`src/rtl/pulse_gen_pkg.sv`:
```
// pulse_gen_pkg: shared definitions for the pulse-train generator.
//
// Contents:
//   PULSE_CNT_W  - default width of the length/count fields.
//   chan_state_e - per-channel FSM state encoding (IDLE, HIGH, LOW).
//   clamp_len    - maps a zero length to 1 so phase counters never load 0.
//
// Optional feature macro used by the files that import this package:
//   PULSE_GEN_CONT_EN - continuous (auto-restart) burst mode.

package pulse_gen_pkg;

    localparam int unsigned PULSE_CNT_W = 8;

    typedef enum logic [1:0] {
        IDLE = 2'd0,
        HIGH = 2'd1,
        LOW  = 2'd2
    } chan_state_e;

    // Works on a 32-bit container; callers cast back to their field width.
    function automatic logic [31:0] clamp_len(input logic [31:0] len);
        return (len == 32'd0) ? 32'd1 : len;
    endfunction

endpackage

```
`src/rtl/pulse_chan.sv`:
```
// pulse_chan: one channel of the pulse-train generator.
//
// On an accepted start the channel captures its length/count inputs and emits
// 'count' pulses, each max(high_len,1) cycles high and max(low_len,1) cycles
// low, with no trailing low phase. stop aborts a burst without a done strobe.
// count=0 on start produces only a done strobe one edge later.
//
// Build option: PULSE_GEN_CONT_EN adds the 'cont' input. When cont=1 at the end
// of a burst, done still strobes but the channel runs a low phase and then
// re-captures its inputs and starts a new burst, keeping busy high.
//
// Ports:
//   clock    - clock, all state changes on posedge
//   reset_n  - asynchronous active-low reset
//   start    - burst request (level, sampled at posedge)
//   stop     - abort request (sampled at posedge)
//   cont     - continuous mode (only with PULSE_GEN_CONT_EN)
//   high_len - high-phase length in cycles
//   low_len  - low-phase length in cycles
//   count    - pulses per burst
//   signal   - registered pulse output
//   busy     - registered, high while a burst runs
//   done     - registered one-cycle completion strobe

module pulse_chan
    import pulse_gen_pkg::*;
#(
    parameter int unsigned CNT_W = PULSE_CNT_W
) (
    input  logic             clock,
    input  logic             reset_n,
    input  logic             start,
    input  logic             stop,
`ifdef PULSE_GEN_CONT_EN
    input  logic             cont,
`endif
    input  logic [CNT_W-1:0] high_len,
    input  logic [CNT_W-1:0] low_len,
    input  logic [CNT_W-1:0] count,
    output logic             signal,
    output logic             busy,
    output logic             done
);

    chan_state_e state_q, state_d;

    logic [CNT_W-1:0] phase_q, phase_d;  // cycles left in the current phase
    logic [CNT_W-1:0] pulse_q, pulse_d;  // pulses left, including the current one
    logic [CNT_W-1:0] high_q,  high_d;   // captured high_len
    logic [CNT_W-1:0] low_q,   low_d;    // captured low_len
    logic             zero_pend_q, zero_pend_d;  // count=0 start, done owed next edge

`ifdef PULSE_GEN_CONT_EN
    logic             tail_q, tail_d;    // LOW phase between chained bursts
`endif

    logic             signal_q, signal_d;
    logic             busy_q,   busy_d;
    logic             done_q,   done_d;

    logic [CNT_W-1:0] high_in_clamped;
    logic [CNT_W-1:0] high_q_clamped;
    logic [CNT_W-1:0] low_q_clamped;

    assign high_in_clamped = CNT_W'(clamp_len(32'(high_len)));
    assign high_q_clamped  = CNT_W'(clamp_len(32'(high_q)));
    assign low_q_clamped   = CNT_W'(clamp_len(32'(low_q)));

    always_comb begin
        state_d     = state_q;
        phase_d     = phase_q;
        pulse_d     = pulse_q;
        high_d      = high_q;
        low_d       = low_q;
        zero_pend_d = 1'b0;
        done_d      = zero_pend_q;
`ifdef PULSE_GEN_CONT_EN
        tail_d      = tail_q;
`endif

        unique case (state_q)
            IDLE: begin
                // stop wins over a simultaneous start.
                if (start && !stop) begin
                    high_d = high_len;
                    low_d  = low_len;
                    if (count == '0) begin
                        zero_pend_d = 1'b1;
                    end else begin
                        state_d = HIGH;
                        phase_d = high_in_clamped;
                        pulse_d = count;
                    end
                end
            end

            HIGH: begin
                if (stop) begin
                    state_d = IDLE;
                    phase_d = '0;
                    pulse_d = '0;
`ifdef PULSE_GEN_CONT_EN
                    tail_d  = 1'b0;
`endif
                end else if (phase_q > CNT_W'(1)) begin
                    phase_d = phase_q - CNT_W'(1);
                end else if (pulse_q > CNT_W'(1)) begin
                    state_d = LOW;
                    phase_d = low_q_clamped;
                    pulse_d = pulse_q - CNT_W'(1);
                end else begin
                    // Last pulse ends here: start on this edge is ignored.
                    done_d  = 1'b1;
                    state_d = IDLE;
                    phase_d = '0;
                    pulse_d = '0;
`ifdef PULSE_GEN_CONT_EN
                    if (cont) begin
                        state_d = LOW;
                        phase_d = low_q_clamped;
                        tail_d  = 1'b1;
                    end
`endif
                end
            end

            LOW: begin
                if (stop) begin
                    state_d = IDLE;
                    phase_d = '0;
                    pulse_d = '0;
`ifdef PULSE_GEN_CONT_EN
                    tail_d  = 1'b0;
`endif
                end else if (phase_q > CNT_W'(1)) begin
                    phase_d = phase_q - CNT_W'(1);
`ifdef PULSE_GEN_CONT_EN
                end else if (tail_q) begin
                    // Chained burst: re-capture the live inputs.
                    tail_d = 1'b0;
                    high_d = high_len;
                    low_d  = low_len;
                    if (count == '0) begin
                        state_d = IDLE;
                        phase_d = '0;
                        pulse_d = '0;
                        done_d  = 1'b1;
                    end else begin
                        state_d = HIGH;
                        phase_d = high_in_clamped;
                        pulse_d = count;
                    end
`endif
                end else begin
                    state_d = HIGH;
                    phase_d = high_q_clamped;
                end
            end

            default: begin
                state_d = IDLE;
                phase_d = '0;
                pulse_d = '0;
            end
        endcase

        // Outputs follow the next state so they change on the same edge.
        signal_d = (state_d == HIGH);
        busy_d   = (state_d != IDLE);
    end

    always_ff @(posedge clock or negedge reset_n) begin
        if (!reset_n) begin
            state_q     <= IDLE;
            phase_q     <= '0;
            pulse_q     <= '0;
            high_q      <= '0;
            low_q       <= '0;
            zero_pend_q <= 1'b0;
`ifdef PULSE_GEN_CONT_EN
            tail_q      <= 1'b0;
`endif
            signal_q    <= 1'b0;
            busy_q      <= 1'b0;
            done_q      <= 1'b0;
        end else begin
            state_q     <= state_d;
            phase_q     <= phase_d;
            pulse_q     <= pulse_d;
            high_q      <= high_d;
            low_q       <= low_d;
            zero_pend_q <= zero_pend_d;
`ifdef PULSE_GEN_CONT_EN
            tail_q      <= tail_d;
`endif
            signal_q    <= signal_d;
            busy_q      <= busy_d;
            done_q      <= done_d;
        end
    end

    assign signal = signal_q;
    assign busy   = busy_q;
    assign done   = done_q;

endmodule

```
`src/rtl/pulse_train_gen.sv`:
```
// pulse_train_gen: multi-channel programmable pulse-train generator.
//
// Instantiates CHANNELS independent pulse_chan channels. Channel c uses bit c
// of the per-channel vectors and bits [c*CNT_W +: CNT_W] of the packed
// length/count buses.
//
// Build option: PULSE_GEN_CONT_EN adds the per-channel 'cont' input
// (continuous burst mode); without it every burst is one-shot.
//
// Ports:
//   clock    - clock, all state changes on posedge
//   reset_n  - asynchronous active-low reset
//   start    - per-channel burst request
//   stop     - per-channel abort
//   cont     - per-channel continuous mode (only with PULSE_GEN_CONT_EN)
//   high_len - packed per-channel high-phase lengths
//   low_len  - packed per-channel low-phase lengths
//   count    - packed per-channel pulses per burst
//   signal   - per-channel registered pulse outputs
//   busy     - per-channel registered busy flags
//   done     - per-channel registered one-cycle done strobes

module pulse_train_gen
    import pulse_gen_pkg::*;
#(
    parameter int unsigned CHANNELS = 2,
    parameter int unsigned CNT_W    = PULSE_CNT_W
) (
    input  logic                      clock,
    input  logic                      reset_n,
    input  logic [CHANNELS-1:0]       start,
    input  logic [CHANNELS-1:0]       stop,
`ifdef PULSE_GEN_CONT_EN
    input  logic [CHANNELS-1:0]       cont,
`endif
    input  logic [CHANNELS*CNT_W-1:0] high_len,
    input  logic [CHANNELS*CNT_W-1:0] low_len,
    input  logic [CHANNELS*CNT_W-1:0] count,
    output logic [CHANNELS-1:0]       signal,
    output logic [CHANNELS-1:0]       busy,
    output logic [CHANNELS-1:0]       done
);

    for (genvar c = 0; c < CHANNELS; c++) begin : g_chan
        pulse_chan #(
            .CNT_W(CNT_W)
        ) u_chan (
            .clock   (clock),
            .reset_n (reset_n),
            .start   (start[c]),
            .stop    (stop[c]),
`ifdef PULSE_GEN_CONT_EN
            .cont    (cont[c]),
`endif
            .high_len(high_len[c*CNT_W +: CNT_W]),
            .low_len (low_len[c*CNT_W +: CNT_W]),
            .count   (count[c*CNT_W +: CNT_W]),
            .signal  (signal[c]),
            .busy    (busy[c]),
            .done    (done[c])
        );
    end

endmodule

```
`config.mk`:
```
export PLATFORM = sky130hd
export DESIGN_NAME = pulse_train_gen
export DESIGN_NICKNAME = d
export VERILOG_FILES = /design/src/rtl/pulse_gen_pkg.sv /design/src/rtl/pulse_chan.sv /design/src/rtl/pulse_train_gen.sv
export SDC_FILE = /design/constraint.sdc
export NUM_CORES = 1
export LEC_CHECK = 0
export ABC_AREA = 1
export BUFFER_PORTS_ARGS = -buffer_cell sky130_fd_sc_hd__buf_4
export CAP_MARGIN = 20
export CORE_MARGIN = 2
export CORE_UTILIZATION = 40
export DETAILED_ROUTE_END_ITERATION = 12
export PLACE_DENSITY_LB_ADDON = 0.1
export SLEW_MARGIN = 15
export SYNTH_ARGS = -nofsm -noshare
export SYNTH_HDL_FRONTEND = slang
export SYNTH_SLANG_ARGS = --single-unit
```
`constraint.sdc`:
```
create_clock -name clock -period 2.14 [get_ports clock]
set_input_delay 0.107 -clock clock [delete_from_list [all_inputs] [get_ports clock]]
set_output_delay 0.107 -clock clock [all_outputs]
set_load 0.03 [all_outputs]
```
### After elaboration in Yosys (flattened, before gate mapping)

Index checks and enable logic that the tools add are counted.

| operators by class | value |
|---|---|
| divide/modulo/power cells | 0 |
| bitwise operators | 0 |
| reductions and logical operators | 22 |
| multipliers | 0 |
| add/sub/neg operators | 4 |
| eq/ne operators | 14 |
| $lt $le $gt $ge | 4 |
| shifts and indexed selects | 0 |
| muxes and demuxes | 66 |

Operators with widths:

| cell | number |
|---|---|
| 8-bit two-way mux | 32 |
| 8-bit case mux with 3 select lines | 4 |
| 8-bit logical NOT | 8 |
| 8-bit by 1-bit > comparator with 1-bit output (second input constant) | 4 |
| 8-bit by 1-bit subtractor with 8-bit output (second input constant) | 4 |
| 2-bit two-way mux | 14 |
| 1-bit two-way mux | 14 |
| 2-bit case mux with 3 select lines | 2 |
| 2-bit by 1-bit == test with 1-bit output (second input constant) | 4 |
| 2-bit != test (second input constant) | 4 |
| 2-bit AND reduction | 4 |
| 4-bit AND reduction | 2 |
| 3-bit != test (second input constant) | 2 |
| 2-bit == test (second input constant) | 2 |
| 2-bit logical NOT | 2 |
| 2-bit by 1-bit != test with 1-bit output (second input constant) | 2 |
| 2-bit nonzero test | 2 |
| 1-bit logical AND | 2 |
| 1-bit logical NOT | 2 |

| storage, ports and cells | value |
|---|---|
| output and inout port bits | 6 |
| bits in read-only memories | 0 |
| memories kept | 0 |
| latch bits | 0 |
| word-level logic and storage cells | 128 |
| bits in registers | 76 |
| bits of input ports | 54 |
| memory bits (writable) | 0 |

### Depth between registers and ports, before layout

Gate-level depths: netlist of the first run.

| depth | value |
|---|---|
| word-level depth | 6 |
| depth in mapped cells | 13 |
| depth with buffers taken out | 13 |

### Modules after synthesis

A second synthesis of the first run with hierarchy kept.

| second synthesis, totals | value |
|---|---|
| cells, all modules | 649 |
| area total of the unflattened synthesis | 4824.6 sq um |

By module, submodules not included:

| module | area an instance (sq um) | sequential area each (sq um) | cells an instance | instances |
|---|---|---|---|---|
| pulse_chan (g_chan[1].u_chan) | 2426.1 | 950.9 | 325 | 1 |
| pulse_chan (g_chan[0].u_chan) | 2398.6 | 950.9 | 324 | 1 |

### Worst setup path after synthesis of the first run

Ideal clock, no wire load.

| path | value |
|---|---|
| path kind | reg-to-reg |
| start point | reg g_chan[0].u_chan.phase_q[0] |
| end point | reg g_chan[0].u_chan.pulse_q[1] |
| path buffers | 1 |
| data arrival time | 1573 ps |
| path slack | 491 ps |
| data required time | 2064 ps |
| cell stages (with the launch flop) | 12 |
| period minus slack after synthesis | 1649 ps |
| library setup time | 76 ps |
| path through | dfrtp_1 -> inv_1 -> ha_1 -> nor2_2 -> nor2_4 -> nand2_4 -> nand2_4 -> nand2_2 -> nor2_4 -> buf_6 -> nand2_1 -> o21ai_1 |

| on the way | value |
|---|---|
| word-level cells in the longest chain between the ends | 3 |

Ends and longest elaborated chain:

| element | RTL line | text |
|---|---|---|
| from (decl) | pulse_chan.sv:47 | `logic [CNT_W-1:0] phase_q, phase_d;` |
| from (signal assigned) | pulse_chan.sv:188 | `phase_q <= phase_d;` |
| 8-bit by 1-bit > comparator with 1-bit output | pulse_chan.sv:105 | `end else if (phase_q > CNT_W'(1)) begin` |
| 3-bit != test (no source line) | - |  |
| 4-bit AND reduction (no source line) | - |  |
| to (signal assigned) | pulse_chan.sv:189 | `pulse_q <= pulse_d;` |
| to (decl) | pulse_chan.sv:48 | `logic [CNT_W-1:0] pulse_q, pulse_d;` |

No other way between the ends.
A chain may end at the register's enable or synchronous reset.

### Worst setup path in the final report of the first run

| path | value |
|---|---|
| start point | reg g_chan[0].u_chan.phase_q[0] |
| end point | reg g_chan[0].u_chan.pulse_q[6] |

Same word-level chain as after synthesis.

==> results of run 1 <==
## stage by stage
stage / worst slack [ns] / utilization
final: 0.292 / 0.503
after global routing: 0.0567 / 0.503
after CTS: 0.234 / 0.503
after detailed placement: 0.261 / 0.462
after global placement: 0.286 / 0.462
after floorplan: 0.491 / -
## path summary, 6_finish.rpt
check                                         endpoint  slack [ns]  cells past startpoint
max                        g_chan[0].u_chan.pulse_q[6]        0.29                     11
min                          g_chan[1].u_chan.low_q[2]      -0.003                      3
max reg2reg                g_chan[0].u_chan.pulse_q[6]        0.29                     11
min reg2reg                      g_chan[0].u_chan.done        0.45                      1
max in group asynchronous  g_chan[0].u_chan.pulse_q[1]        1.28                      3
min in group asynchronous   g_chan[1].u_chan.high_q[5]        0.25                      2
## worst max-delay path, cell delays in order (launching register included)
cell	delay, ns
dfrtp_1	0.41
inv_1	0.10
ha_1	0.19
nor2_2	0.06
nor2_4	0.14
nand2_4	0.12
nand2_4	0.12
nand2_2	0.08
nor2_4	0.28
inv_1	0.11
nand2_1	0.07
nand2_1	0.05
## metal layers
metal,track usage,routed length (um),vias to the layer above
met5,0,0,-
li1,-,-,2239
met3,0.0290,436,15
met4,0.0692,191,0
met1,0.298,5930,2036
met2,0.297,5140,75
## area by class of cell
cell class,instances,area [um2]
timing repair buffer,87,703
clock buffer,12,256
inverter,76,285
clock inverter,4,47.5
multi-input combinational,489,2300
tap,143,179
fill,1107,5600
sequential,76,1900
## synth_stat cells (6+ instances only)
library cell / count / area share
clkbuf_1: 6 / 0.0049
inv_1: 60 / 0.049
inv_2: 16 / 0.013
nand3_1: 55 / 0.060
nand4_1: 13 / 0.018
ha_1: 8 / 0.022
o21ai_0: 32 / 0.035
nand2_1: 251 / 0.21
dfrtp_1: 76 / 0.42
xor2_1: 7 / 0.013
buf_4: 6 / 0.0098
nor2_2: 9 / 0.012
nor2_1: 50 / 0.041
a21oi_1: 6 / 0.0066
o21ai_1: 27 / 0.030
## placed cells by master (no fill, tap or decap), types with 2 or more instances in the layout
cell,n
clkbuf_16,9
buf_4,71
dlygate4sd3_1,15
nor2_1,50
o21ai_1,27
o211ai_1,4
inv_1,60
nor3_1,4
a21oi_1,6
o21ai_0,32
xnor2_1,4
xor2_1,7
nand3_1,54
nand4_1,13
dfrtp_1,76
inv_2,16
nand2_4,2
nand2_1,251
nor2_2,9
clkinv_2,2
nand2_2,2
o21bai_1,2
clkbuf_8,2
nor2_4,3
ha_1,8
## state kept, by name, summed over array words and instances, names as in the netlist
name,count
g_chan.u_chan.busy,2
g_chan.u_chan.low_q,16
g_chan.u_chan.zero_pend_q,2
g_chan.u_chan.high_q,16
g_chan.u_chan.phase_q,16
g_chan.u_chan.done,2
g_chan.u_chan.signal,2
g_chan.u_chan.pulse_q,16
g_chan.u_chan.state_q,4
## cells by family after synthesis
logic type / share of synthesized area
flip-flops: 0.415
adder cells (fa/ha/maj): 0.0219
AO/OA/AOI/OAI: 0.0915
buffers and inverters: 0.0839
AND/OR/NAND/NOR: 0.366
XOR/XNOR: 0.0210
## what timing repair did
action                                  CTS  global route
resized for setup                         0             1
endpoints found under the hold margin    42             0
endpoints found under the setup margin    0             1
hold buffers                             15             0
## where the power goes
group          switching, uW  internal, uW  total (uW)
Combinational           2250          1320        3560
Sequential               506          2030        2540
Clock                    580           962        1540
==> metrics, run 1 <==
outcome=finished, violations left; failing checks=hold timing; drt pass-1 iters=5; Final ANT Viol Nets=0; drt drc=0; Async SR Flop Fraction=1.00; vias=4,365; Worst Hold Slack=-0.00277 ns; Post CTS Setup Buffer Count=0; Final Cell Area=5670 um2; effective utilization at floorplan=0.406; Leak=0.00298 uW; die footprint=12,300 um2; CTS sink cnt=76; Worst VDD drop=0.518 mV; sequential share of the synthesized area=0.415; vias per cell=4.92; EDFF count, synth=0; normalized max-slew margin=0.578; Die Y=111 um; root buf cell=clkbuf_16; H-tree depth=3; Buffers on Ports=59; Final Hold Vio Count=1; # IOs=60; synthesized area per cell=6.96 um2; largest net degree at the start of global routing=31; Area Overhead vs Synth=23.9%; Clock Pin Slew Worst Setup and Hold Paths=0.06 ns; CP Launch Type=register; TNS Setup=0 ns; CP max FO=14; # rows=39; vias in the first global route=4,107; drt wl/cell=13.2 um; Starting DRT DRC Count=267; Die Width=111 um; Final Cycle Share=0.864; pwr dens=1350 nW/um2; GR Overflow Total=0; #FFs+latches synth=76; nets=801; maxcap violations=0; synthesized cell area=4580 um2; Yosys cell types=34; antenna cells=0; Slew @ Worst Pin=0.633 ns; layout cell share with drive strength beyond 1=0.169; Max Buffers Root-to-Sink=2; worst hold path startpoint=low_len[10]; first-pass GRT wire length=19,900 um; TritonCTS Buffers=9; critical path data required time=2.37 ns; Hold Crit Class=in2reg; Design Power=7640 uW; placed insts=856; Warnings, synthesis=0; Primary FF master, synth=dfrtp_1; minimum clock period=1.85 ns; R2R Path Start=g_chan[0].u_chan.phase_q[0]; Achievable Freq=541 MHz; clock skew=0.00606 ns; Setup crit start=g_chan[0].u_chan.phase_q[0]; Final Wtd Congestion=0.874; WL final=11,700 um; Net Count, Synth=720; Final Setup Violations=0; antenna violations before repair=0; element type at the critical path end=register; post-DP HPWL=9160 um; RSZ-0062 raised after global routing=false; crit path DAT=2.08 ns; Cells after Synth=658; worst-skew pair later-pin latency=0.34 ns; count of pins over their slew limit=0; final std cells w/o fill=887; critical path class=reg2reg; post-place instance area=5210 um2; CTS tree=yes; CORE AREA=11,300 um2; GRT Total Usage=0.200
(Power assumes the default switching activity.)
==> inputs of run 2 (changes only) <==
--- a/config.mk
+++ b/config.mk
@@ -5,7 +5,6 @@
 export SDC_FILE = /design/constraint.sdc
 export NUM_CORES = 1
 export LEC_CHECK = 0
-export ABC_AREA = 1
 export BUFFER_PORTS_ARGS = -buffer_cell sky130_fd_sc_hd__buf_4
 export CAP_MARGIN = 20
 export CORE_MARGIN = 2
==> run 2 against run 1 <==
Effect of this change: the run now ends clean; critical path depth is 6 lower; cell area is 4.4% higher; largest power group unchanged; die area is 3.5% lower; sequential share of layout area is 1.4 points lower; clock-buffer cell count is 1 lower.
==> metrics, run 2 <==
outcome=finished clean; antenna violations before repair=0 (unchanged); vias per cell=5.63 (+14%); H-tree depth=3 (unchanged); CP Launch Type=register; Die Width=109 um (-1.8%); Final Hold Vio Count=0 (-1); WL final=12,400 um (+6.1%); Final Setup Violations=0 (unchanged); cell family with most CP delay=compound AO/OA/AOI/OAI gates; EDFF count, synth=0 (unchanged); post-place instance area=5320 um2 (+2.0%); Primary FF master, synth=dfrtp_1; most used standard cell by instance count after synthesis=dfrtp_1; Area Overhead vs Synth=34.2%; TritonCTS Buffers=9 (unchanged); Max Buffers Root-to-Sink=2 (unchanged); placed insts=672 (-21%); GRT Total Usage=0.227 (+0.0279); Buffers on Ports=59 (unchanged); Sw Ratio=0.392 (-0.0444); simple-gate area share of the yosys netlist=0.163 (-0.203); CP max FO=5 (-9); normalized max-slew margin=0.596 (+0.0188); vias=4,062 (-6.9%); RSZ-0062 raised after global routing=true; GR Overflow Total=0 (unchanged); Post CTS Setup Buffer Count=0 (unchanged); CTS tree=yes; Internal=3900 uW (-9.5%); Final Wtd Congestion=0.945 (+8.1%); Warnings, synthesis=0 (unchanged); sequential share of the synthesized area=0.431 (+0.0158); mux cell area share after synthesis=0.0842 (+0.0842); most frequent cells in the layout=buf_4, dfrtp_1, mux2_2, dlygate4sd3_1, nor2_1; synthesized area per cell=9.94 um2 (+43%); drt drc=0 (unchanged); Slowest Stage Delay on Critical Path=0.54 ns (+0.13 ns); Cells after Synth=444 (-33%); final std cells w/o fill=721 (-19%); Worst VDD drop=0.459 mV (-11%); Area contributors post-synth=dfrtp_1, mux2_2, nor2_1; Final ANT Viol Nets=0 (unchanged); pwr dens=1080 nW/um2 (-20%); power share of the combinational group=0.452 (-0.014); count of pins over their slew limit=0 (unchanged); Clock power frac=0.181 (-0.021); adder-cell share of the synthesized area=0.0227 (+0.000831); #FFs+latches synth=76 (unchanged); Net Count, Synth=506 (-30%); minimum clock period=2.10 ns (+0.252 ns); largest net degree at the start of global routing=54 (+74%); Buf+Inv Stages, Crit Path=0 (-2); Leak=0.00258 uW (-13%); post-DP HPWL=9040 um (-1.2%); CTS sink cnt=76 (unchanged); critical path data required time=2.41 ns (+0.04 ns); root buf cell=clkbuf_8; Async SR Flop Fraction=1.00 (unchanged); antenna cells=0 (unchanged); Final Cell Area=5920 um2 (+4.4%); share of power burned in registers=0.367 (+0.035); Compound-Gate Fraction of Synth Area=0.229 (+0.138); effective utilization at floorplan=0.409 (+0.00250); first-pass GRT wire length=20,900 um (+4.9%); NetSw=2510 uW (-25%); die footprint=11,900 um2 (-3.5%); drt wl/cell=17.2 um (+31%); most frequent cells after synthesis=dfrtp_1, mux2_2, nor2_1; drt pass-1 iters=5 (unchanged); Starting DRT DRC Count=225 (-16%); Die Y=109 um (-1.8%); critical path class=reg2reg; main combinational cell family by area after synthesis=compound AO/OA/AOI/OAI gates; clock skew=0.0106 ns (+0.00454 ns); Slew @ Worst Pin=0.603 ns (-0.0298 ns); synthesized cell area=4410 um2 (-3.7%); crit path DAT=2.37 ns (+0.29 ns); slowest stage cell on the critical path=or4_4; vias in the first global route=4,114 (+0.17%); worst-skew pair later-pin latency=0.37 ns (+0.03 ns); layout cell share with drive strength beyond 1=0.324 (+0.154); commonest non-fill, non-tap cell in the layout=buf_4; Yosys top cell area share=0.431 (+0.0158); element type at the critical path end=register; fraction of synthesized cell area in xor and xnor cells=0.0199 (-0.00119); # rows=38 (-2.6%); nets=638 (-20%); Achievable Freq=476 MHz (-12%); Final Cycle Share=0.981 (+0.118); leading area contributor after synthesis=dfrtp_1; CORE AREA=10,800 um2 (-4.3%); Hold Crit Class=in2reg; worst-path cell chain=or4_4 > o41a_1 > a222oi_1 > a221oi_1 > a21o_1; Yosys cell types=63 (+85%); # IOs=60 (unchanged); Clock Pin Slew Worst Setup and Hold Paths=0.09 ns (+0.03 ns); maxcap violations=0 (unchanged)
==> run 2: cell count changes in the layout (fill, tap and decap cells not counted), moves of 20 or more <==
cell and change:
buf_4 +39, inv_1 -41, mux2_2 +33, nand2_1 -224
nand3_1 -50, nor2_1 -20
==> run 2: worst paths after layout <==
check / startpoint / slack (ns) / endpoint / cells after the start
max: g_chan[0].u_chan.pulse_q[6] / 0.04 / g_chan[0].u_chan.phase_q[7] / 5
min in group asynchronous: reset_n / 0.16 / g_chan[0].u_chan.pulse_q[1] / 2
min: high_len[6] / 0.02 / g_chan[0].u_chan.high_q[6] / 2
min reg2reg: g_chan[0].u_chan.zero_pend_q / 0.45 / g_chan[0].u_chan.done / 1
max in group asynchronous: reset_n / 1.37 / g_chan[1].u_chan.high_q[5] / 3
max reg2reg: g_chan[0].u_chan.pulse_q[6] / 0.04 / g_chan[0].u_chan.phase_q[7] / 5
==> run 2: cell type report <==
type                            instances  area, um2
Clock buffer                           11        151
Clock inverter                          5       50.0
Fill cell                             980       4870
Inverter                               20       75.1
Multi-Input combinational cell        323       2360
Sequential cell                        76       1900
Tap cell                              140        175
Timing Repair Buffer                  146       1210
==> run 2: cell families after synthesis <==
family,Yosys count
AO/OA/AOI/OAI,136
XOR/XNOR,10
adder cells (fa/ha/maj),8
buffers and inverters,45
flip-flops,76
multiplexers,33
AND/OR/NAND/NOR,136
==> run 2: power by group through the flow <==
stage	registers (uW)	logic [uW]	clock network (uW)
after floorplan	2230	1820	0
after global placement	2360	2730	0
after detailed placement	2360	2750	0
after CTS	2330	2810	1200
after global routing	2420	3210	1260
final	2350	2900	1160
==> run 2: worst reg2reg max path, stage by stage, from the launching register on <==
cell and delay (ns):
dfrtp_1 0.38, or4_4 0.54, o41a_1 0.45, a222oi_1 0.32, a221oi_1 0.14, a21o_1 0.17
==> run 2: through the flow <==
step                setup WS [ns]  power (uW)  hold slack (ns)   util  setup TNS (ns)
floorplan                  0.0266        4050           -0.189      -               0
global route              -0.0287        6890           0.0202  0.549         -0.0441
detailed placement        -0.0308        5110           0.0292  0.492         -0.0403
finish                     0.0398        6410           0.0176  0.549               0
CTS                       0.00624        6340          0.00160  0.542               0
global placement          -0.0193        5090           0.0272  0.492         -0.0193
==> run 2: routing by layer <==
layer | vias up | GRT usage | wire length (um)
met1 | 1953 | 0.292 | 5480
met5 | - | 0 | 0
met2 | 128 | 0.382 | 6040
met3 | 23 | 0.0317 | 578
met4 | 0 | 0.0989 | 322
li1 | 1958 | - | -
==> run 2: timing repair <==
item                                   in CTS  in global routing
hold buffers                               33                  0
endpoints found under the hold margin      65                  0
gates resized for setup                     0                 16
setup endpoints to repair                   2                 18
pin swaps                                   1                  3
